===== config.mk =====
export PLATFORM = sky130hd
export DESIGN_NAME = cache_mem_arbiter
export DESIGN_NICKNAME = d
export VERILOG_FILES = /design/src/rtl/cache_mem_arbiter.sv
export SDC_FILE = /design/constraint.sdc
export NUM_CORES = 1
export LEC_CHECK = 0
export ABC_AREA = 0
export CAP_MARGIN = 40
export CORE_AREA = 2 2 519 521
export CTS_CLUSTER_DIAMETER = 40
export CTS_CLUSTER_SIZE = 30
export DETAILED_ROUTE_END_ITERATION = 10
export DIE_AREA = 0 0 521 523
export GPL_ROUTABILITY_DRIVEN = 0
export MAX_ROUTING_LAYER = met4
export PLACE_DENSITY = 0.33
export SETUP_SLACK_MARGIN = 0.02
export SYNTH_ARGS = -nofsm -noshare
export SYNTH_HDL_FRONTEND = slang
export SYNTH_SLANG_ARGS = --single-unit

===== constraint.sdc =====
create_clock -name clk -period 3.95 [get_ports clk]
set_clock_uncertainty 0.1 [all_clocks]
set_input_delay 0.5925 -clock clk [delete_from_list [all_inputs] [get_ports clk]]
set_output_delay 0.5925 -clock clk [all_outputs]
set_load 0.1 [all_outputs]

===== src/rtl/cache_mem_arbiter.sv =====
// Purpose: shares one burst memory port between I-cache, D-cache and prefetcher; whole-line reads/writebacks as 64-bit beats.
// Latency: command 1 cycle after grant; resp 1 cycle after the last read beat is captured or the last write beat is accepted.
// Backpressure: command and write beats hold until bmem_ready; read beats are taken only when rvalid and the address tag match.
module cache_mem_arbiter #(
  parameter int LINE_SIZE = 256,
  parameter int BEAT_SIZE = 64
) (
  input  logic                 clk,
  input  logic                 rst,
  input  logic                 i_read,
  input  logic [31:0]          i_addr,
  output logic [LINE_SIZE-1:0] i_rdata,
  output logic                 i_resp,
  output logic                 i_in_service,
  input  logic                 d_read,
  input  logic                 d_write,
  input  logic [31:0]          d_addr,
  input  logic [LINE_SIZE-1:0] d_wdata,
  output logic [LINE_SIZE-1:0] d_rdata,
  output logic                 d_resp,
  output logic                 d_in_service,
  input  logic                 pf_read,
  input  logic [31:0]          pf_addr,
  output logic [LINE_SIZE-1:0] pf_rdata,
  output logic                 pf_resp,
  output logic [31:0]          bmem_addr,
  output logic                 bmem_read,
  output logic                 bmem_write,
  output logic [BEAT_SIZE-1:0] bmem_wdata,
  input  logic                 bmem_ready,
  input  logic [31:0]          bmem_raddr,
  input  logic [BEAT_SIZE-1:0] bmem_rdata,
  input  logic                 bmem_rvalid
);

  localparam int BEATS = LINE_SIZE / BEAT_SIZE;
  localparam int CNT_W = $clog2(BEATS);
  localparam logic [CNT_W-1:0] LAST_BEAT = CNT_W'(BEATS - 1);
  localparam logic [CNT_W-1:0] CNT_ONE   = CNT_W'(1);
  localparam logic [31:0]      OFF_MASK  = 32'(LINE_SIZE / 8 - 1);

  typedef enum logic [2:0] {IDLE, RD_ISSUE, RD_WAIT, WR_BURST, RESP} state_t;
  typedef enum logic [1:0] {REQ_I, REQ_D, REQ_P} req_t;

  state_t                 state_q, state_d;
  req_t                   gnt_q, gnt_d;
  logic                   last_d_q, last_d_d;   // 1: the D-cache won the last cache grant
  logic [CNT_W-1:0]       cnt_q, cnt_d;
  logic [31:0]            addr_q, addr_d;
  logic [LINE_SIZE-1:0]   rbuf_q, rbuf_d;
  logic [LINE_SIZE-1:0]   wbuf_q, wbuf_d;

  logic i_req, d_req;
  assign i_req = i_read;
  assign d_req = d_read | d_write;

  // Arbitration, burst sequencing and beat assembly.
  always_comb begin
    state_d  = state_q;
    gnt_d    = gnt_q;
    last_d_d = last_d_q;
    cnt_d    = cnt_q;
    addr_d   = addr_q;
    rbuf_d   = rbuf_q;
    wbuf_d   = wbuf_q;
    case (state_q)
      IDLE: begin
        cnt_d = '0;
        // Caches alternate on contention; the prefetcher only fills idle gaps and leaves the rotation alone.
        if (i_req && (!d_req || last_d_q)) begin
          gnt_d    = REQ_I;
          addr_d   = i_addr & ~OFF_MASK;
          last_d_d = 1'b0;
          state_d  = RD_ISSUE;
        end else if (d_req) begin
          gnt_d    = REQ_D;
          addr_d   = d_addr & ~OFF_MASK;
          last_d_d = 1'b1;
          if (d_write) begin
            wbuf_d  = d_wdata;
            state_d = WR_BURST;
          end else begin
            state_d = RD_ISSUE;
          end
        end else if (pf_read) begin
          gnt_d   = REQ_P;
          addr_d  = pf_addr & ~OFF_MASK;
          state_d = RD_ISSUE;
        end
      end
      RD_ISSUE: begin
        if (bmem_ready) state_d = RD_WAIT;
      end
      RD_WAIT: begin
        // Beats tagged for another line belong to someone else and are dropped.
        if (bmem_rvalid && (bmem_raddr == addr_q)) begin
          rbuf_d[32'(cnt_q) * BEAT_SIZE +: BEAT_SIZE] = bmem_rdata;
          cnt_d = cnt_q + CNT_ONE;
          if (cnt_q == LAST_BEAT) state_d = RESP;
        end
      end
      WR_BURST: begin
        if (bmem_ready) begin
          cnt_d = cnt_q + CNT_ONE;
          if (cnt_q == LAST_BEAT) state_d = RESP;
        end
      end
      RESP:    state_d = IDLE;
      default: state_d = IDLE;
    endcase
  end

  // State and datapath registers; reset abandons any transfer in flight.
  always_ff @(posedge clk or negedge rst) begin
    if (!rst) begin
      state_q  <= IDLE;
      gnt_q    <= REQ_I;
      last_d_q <= 1'b1;
      cnt_q    <= '0;
      addr_q   <= '0;
      rbuf_q   <= '0;
      wbuf_q   <= '0;
    end else begin
      state_q  <= state_d;
      gnt_q    <= gnt_d;
      last_d_q <= last_d_d;
      cnt_q    <= cnt_d;
      addr_q   <= addr_d;
      rbuf_q   <= rbuf_d;
      wbuf_q   <= wbuf_d;
    end
  end

  assign i_resp       = (state_q == RESP) && (gnt_q == REQ_I);
  assign d_resp       = (state_q == RESP) && (gnt_q == REQ_D);
  assign pf_resp      = (state_q == RESP) && (gnt_q == REQ_P);
  assign i_in_service = (state_q != IDLE) && (gnt_q == REQ_I);
  assign d_in_service = (state_q != IDLE) && (gnt_q == REQ_D);
  assign i_rdata      = rbuf_q;
  assign d_rdata      = rbuf_q;
  assign pf_rdata     = rbuf_q;
  assign bmem_addr    = addr_q;
  assign bmem_read    = (state_q == RD_ISSUE);
  assign bmem_write   = (state_q == WR_BURST);
  assign bmem_wdata   = (state_q == WR_BURST) ? wbuf_q[32'(cnt_q) * BEAT_SIZE +: BEAT_SIZE] : '0;

endmodule


; ---- Word level (Yosys, flattened, before mapping)
; Index checks and enable logic that the tools add are counted.
[op_classes]
n_addsub = 2
n_eq_ne = 12
shifts = 3
mux = 22
bitwise_logic = 2
n_reduce_logical = 21
[ops]
columns = operator, n
row1 = bitwise mux 256 bit, 1
row2 = variable shift 64 x 34 -> 256 bit (first input constant), 1
row3 = indexed part select 256 x 9 -> 64 bit, 1
row4 = indexed part select 64 x 34 -> 256 bit, 1
row5 = 2-to-1 mux 32 bit, 3
row6 = 2-to-1 mux 64 bit, 1
row7 = negator 8 -> 34 bit, 1
row8 = == test 32 bit, 1
row9 = 2-to-1 mux 3 bit, 7
row10 = 2-to-1 mux 2 bit, 6
row11 = case mux 3 bit (4 select lines), 1
row12 = nonzero test 3 bit, 3
row13 = AND reduction 4 bit, 2
row14 = logical AND 1 bit, 7
row15 = == test 3 x 2 -> 1 bit (second input constant), 2
row16 = case mux 2 bit (3 select lines), 1
row17 = AND reduction 2 bit, 3
row18 = == test 2 bit (second input constant), 2
row19 = != test 2 x 1 -> 1 bit (second input constant), 2
row20 = != test 4 bit (second input constant), 1
row21 = == test 3 x 1 -> 1 bit (second input constant), 1
row22 = == test 3 bit (second input constant), 1
row23 = zero test 3 bit, 1
row24 = AND reduction 3 bit, 1
row25 = other kinds (10), 11
[totals]
register_bits = 552
out_inout_bits = 871

; ---- Longest topological paths before layout
[depth]
word_depth = 6
depth_mapped = 9
depth_no_buf = 6

; ---- Least setup slack after synthesis
; Ideal clock, no wire load.
[synth_path]
kind = register -> output
startpoint = register state_q[0]
endpoint = output pf_resp
arrival_ns = 2.953
slack_ns = 0.305
path_stages_with_launch = 5
path_buffers = 1
cell_sequence = dfrtp_1 -> clkbuf_1 -> nor2_1 -> nand2_1 -> nor3b_1
[synth_via]
elab_chain_len = 2
[synth_lines]
columns = item, line
row1 = from (decl), 45  ; state_t state_q, state_d;
row2 = from (signal assigned), 124  ; state_q <= state_d;
row3 = == test 3 bit, 136  ; assign pf_resp = (state_q == RESP) && (gnt_q == REQ_P);
row4 = logical AND 1 bit, 136
row5 = to (decl), 25  ; output logic pf_resp,
; Every way passes these cells.

; ---- Worst setup path in the final report
[layout_path]
startpoint = register state_q[1]
endpoint = output bmem_wdata[43]
[layout_via]
elab_chain_len = 2
[layout_lines]
columns = item, line
row1 = == test 3 x 2 -> 1 bit, 145  ; assign bmem_wdata = (state_q == WR_BURST) ? wbuf_q[32'(cnt_q) * BEAT_SIZE +: BEAT_SIZE] : '0;
row2 = 2-to-1 mux 64 bit, 145
row3 = to (decl), 29  ; output logic [BEAT_SIZE-1:0] bmem_wdata,
; Every way passes these cells.

==> results.cfg <==
[timing]
rsz0062_at_grt = false
relSlewSlack_pct = 44.3
tightest_slew_ps = 842
finalWorstSetupSlack_ps = 340
fmax_mhz = 277
fin_crit_sh_pct = 91.4
slew_violations = 0
post-route-min-period_ps = 3610
hold_viol = 0
setup-violations-final = 0
fin_setup_tns_ps = 0

[min_path]
min_to = wbuf_q[225]
holdCritStartpoint = d_wdata[225]
hold_depth = 2
hold_class = in -> reg

[logic_synthesis]
ys_warn_count = 0
yosysTopAreaCellShare_pct = 47.2
synth_area_leaders = dfrtp_1 47%, buf_4 13%, mux2_2 10%, mux2i_1 8.9%, mux4_2 5.0%
syn_area_um2 = 29000
seq_area_frac_synth_pct = 47.3
yosys_most_used_dff = dfrtp_1
syn_avg_cell_area_um2 = 11.1
synthArstFlopShare_pct = 100
synth_cell_type_count = 43
synth_seq_cells = 547
synth_top_cell_by_area = dfrtp_1
synthCells = 2620
synth_edf_count = 0

[placed_design]
dp_hpwl_um = 167000
numPortBuffers = 1306
dp_cells = 7444
pre_cts_slack_ps = 573

[floorplan]
initial_utilization_pct = 10.8
dieArea_um2 = 272000
core_um2 = 267000
die_y_um = 523
row_count = 190
ios = 1327
die_width_um = 521

[flow_run]
drv_cap = 0

[worst_setup_path]
crit_path_start_kind = flip-flop
worst-r2r-setup-slack_ps = 1050
crit_type = reg -> out
crit_required_ps = 3260
rr_endpoint = d_rdata[113]
reg2reg_from = cnt_q[1]
r2r_cells = 6
endpoint_kind = output port
arrival_ps = 2920
cp_max_fo = 32

[cells_and_area]
drive_gt1_share_pct = 36.9
final_common_cell = clkdlybuf4s50_1
final_cells = 7787
nFillCells = 28500
multi_input_comb_area_um2 = 9830
layout_common_cells = 972 x clkdlybuf4s50_1, 543 x dfrtp_1, 419 x buf_8
regArea_um2 = 13700
final_net_count = 4509
area_growth_pct = 97.2

[pwr]
clkPwrFrac_pct = 39.7
pwr-share-seq_pct = 25.4
ir_drop_mv = 0.472
power_w = 0.0323
p_per_area_nw_per_um2 = 566
p_switching_w = 0.0121
switching_share_pct = 37.4
p_comb_share_pct = 34.8
p_int_w = 0.0202
p_leak_nw = 27.0

[clocking]
clk_transition_reported_paths_ps = 40
clk-insertion-delay-late_ps = 780
clockBufferDepth = 3
cts_sinks = 547
cts_resized = 0
cts-root-buf = clkbuf_16
cts_buffers = 152
cts_tree = done
cts-htree-levels = 4

[grt]
gr-total-overflow = 0
grt_start_max_net_pins = 82
grt_pass1_vias = 26700
grt_use_total_pct = 15.0
antenna_found_initial = 78
grt_pass1_wl_um = 265000

[status]
status = finished, final reports clean

[drt]
viasPerCell = 3.23
drt_wl_total_um = 203000
route.detailed.drc = 0
vias = 25200
dr.pass1.iters = 6
wire_per_inst_um = 26.1
ant_nets = 0
drt_iter0_drc = 1306
-- layout make-up --
cell class / instances / area share, %
antenna: 65 / 0.285
clock buffer: 202 / 7.44
clock inverter: 74 / 1.87
inverter: 267 / 1.75
multi-input combinational: 1163 / 17.2
sequential: 547 / 24.0
tap: 3552 / 7.78
timing repair buffer: 1917 / 39.7
-- routing by layer --
metal  part of all wire [%]  up-vias  GRT usage, %
li1                       -    11100             -
met1                     40    12600          16.9
met2                     47     1264          23.7
met3                     11      235          7.08
met4                    2.7        0          3.98
met5                      0        -             -
-- power groups by stage --
| stage | Sequential [W] | Combinational [W] | Clock, W |
|---|---|---|---|
| 2_1_floorplan | 0.00870 | 0.00639 | 0 |
| 3_3_place_gp | 0.00833 | 0.0106 | 0 |
| 3_5_place_dp | 0.00835 | 0.0114 | 0 |
| 4_1_cts | 0.00826 | 0.0115 | 0.0132 |
| 5_1_grt | 0.00842 | 0.0119 | 0.0135 |
| 6_report | 0.00822 | 0.0113 | 0.0128 |
-- cell usage after synthesis, types with 2 or more instances --
master	number
dfrtp_1	546
buf_4	517
nand2_1	319
inv_1	267
mux2i_1	257
mux2_2	256
clkbuf_1	98
o21ai_0	82
and3_1	64
mux4_2	64
nand3_1	31
buf_6	24
xor2_1	13
nand2b_1	9
nor2_1	9
buf_1	6
nor3_1	6
xnor2_1	6
ha_1	5
a21oi_1	4
nand2_4	4
nor3b_1	4
o22ai_1	4
nand4_1	3
nor4_1	3
buf_2	2
-- registers in the layout, indices dropped and copies added, names as in the netlist --
signal / cells
d_rdata: 256
wbuf_q: 256
bmem_addr: 27
state_q: 3
cnt_q: 2
gnt_q: 2
last_d_q: 1
-- worst max-delay path, cell delays in order (launching register included) --
cell and delay [ps]:
dfrtp_1 500, inv_1 140, nor2_4 540, buf_12 290
and3_1 290, buf_4 330
-- metrics by stage --
step	hold WS (ps)	cell area [um2]	utilization (%)
finish	324	57100	21.4
floorplan	197	29000	-
detailed placement	388	51600	19.3
global route	237	57100	21.4
CTS	211	57000	21.3
global placement	383	42100	15.8
-- how the worst max path moves through the flow --
stage	startpoint	to	slack [ps]	cells after the start
6_report	state_q[1]	bmem_wdata[43]	340	5
5_1_grt	cnt_q[0]	bmem_wdata[8]	110	4
4_1_cts	cnt_q[0]	bmem_wdata[8]	120	4
3_5_place_dp	bmem_raddr[17]	d_rdata[171]	570	10
3_3_place_gp	bmem_raddr[17]	d_rdata[166]	530	10
2_1_floorplan	state_q[0]	pf_resp	300	4
-- cells by family after synthesis --
group / after synthesis / share of synthesized area, %
compound gates: 100 / 1.87
xor+xnor: 19 / 0.575
fa+ha+maj: 5 / 0.216
buf+inv: 914 / 19.2
flops: 547 / 47.3
mux: 577 / 23.8
other cells: 1 / 0.0129
simple gates: 457 / 7.06
-- what timing repair did --
action	CTS	global route
hold buffers	1	0
endpoints found under the setup margin	3	0
endpoints found under the hold margin	46	0
setup buffers	1	0
Note: power is estimated with default switching activity, not from simulation.
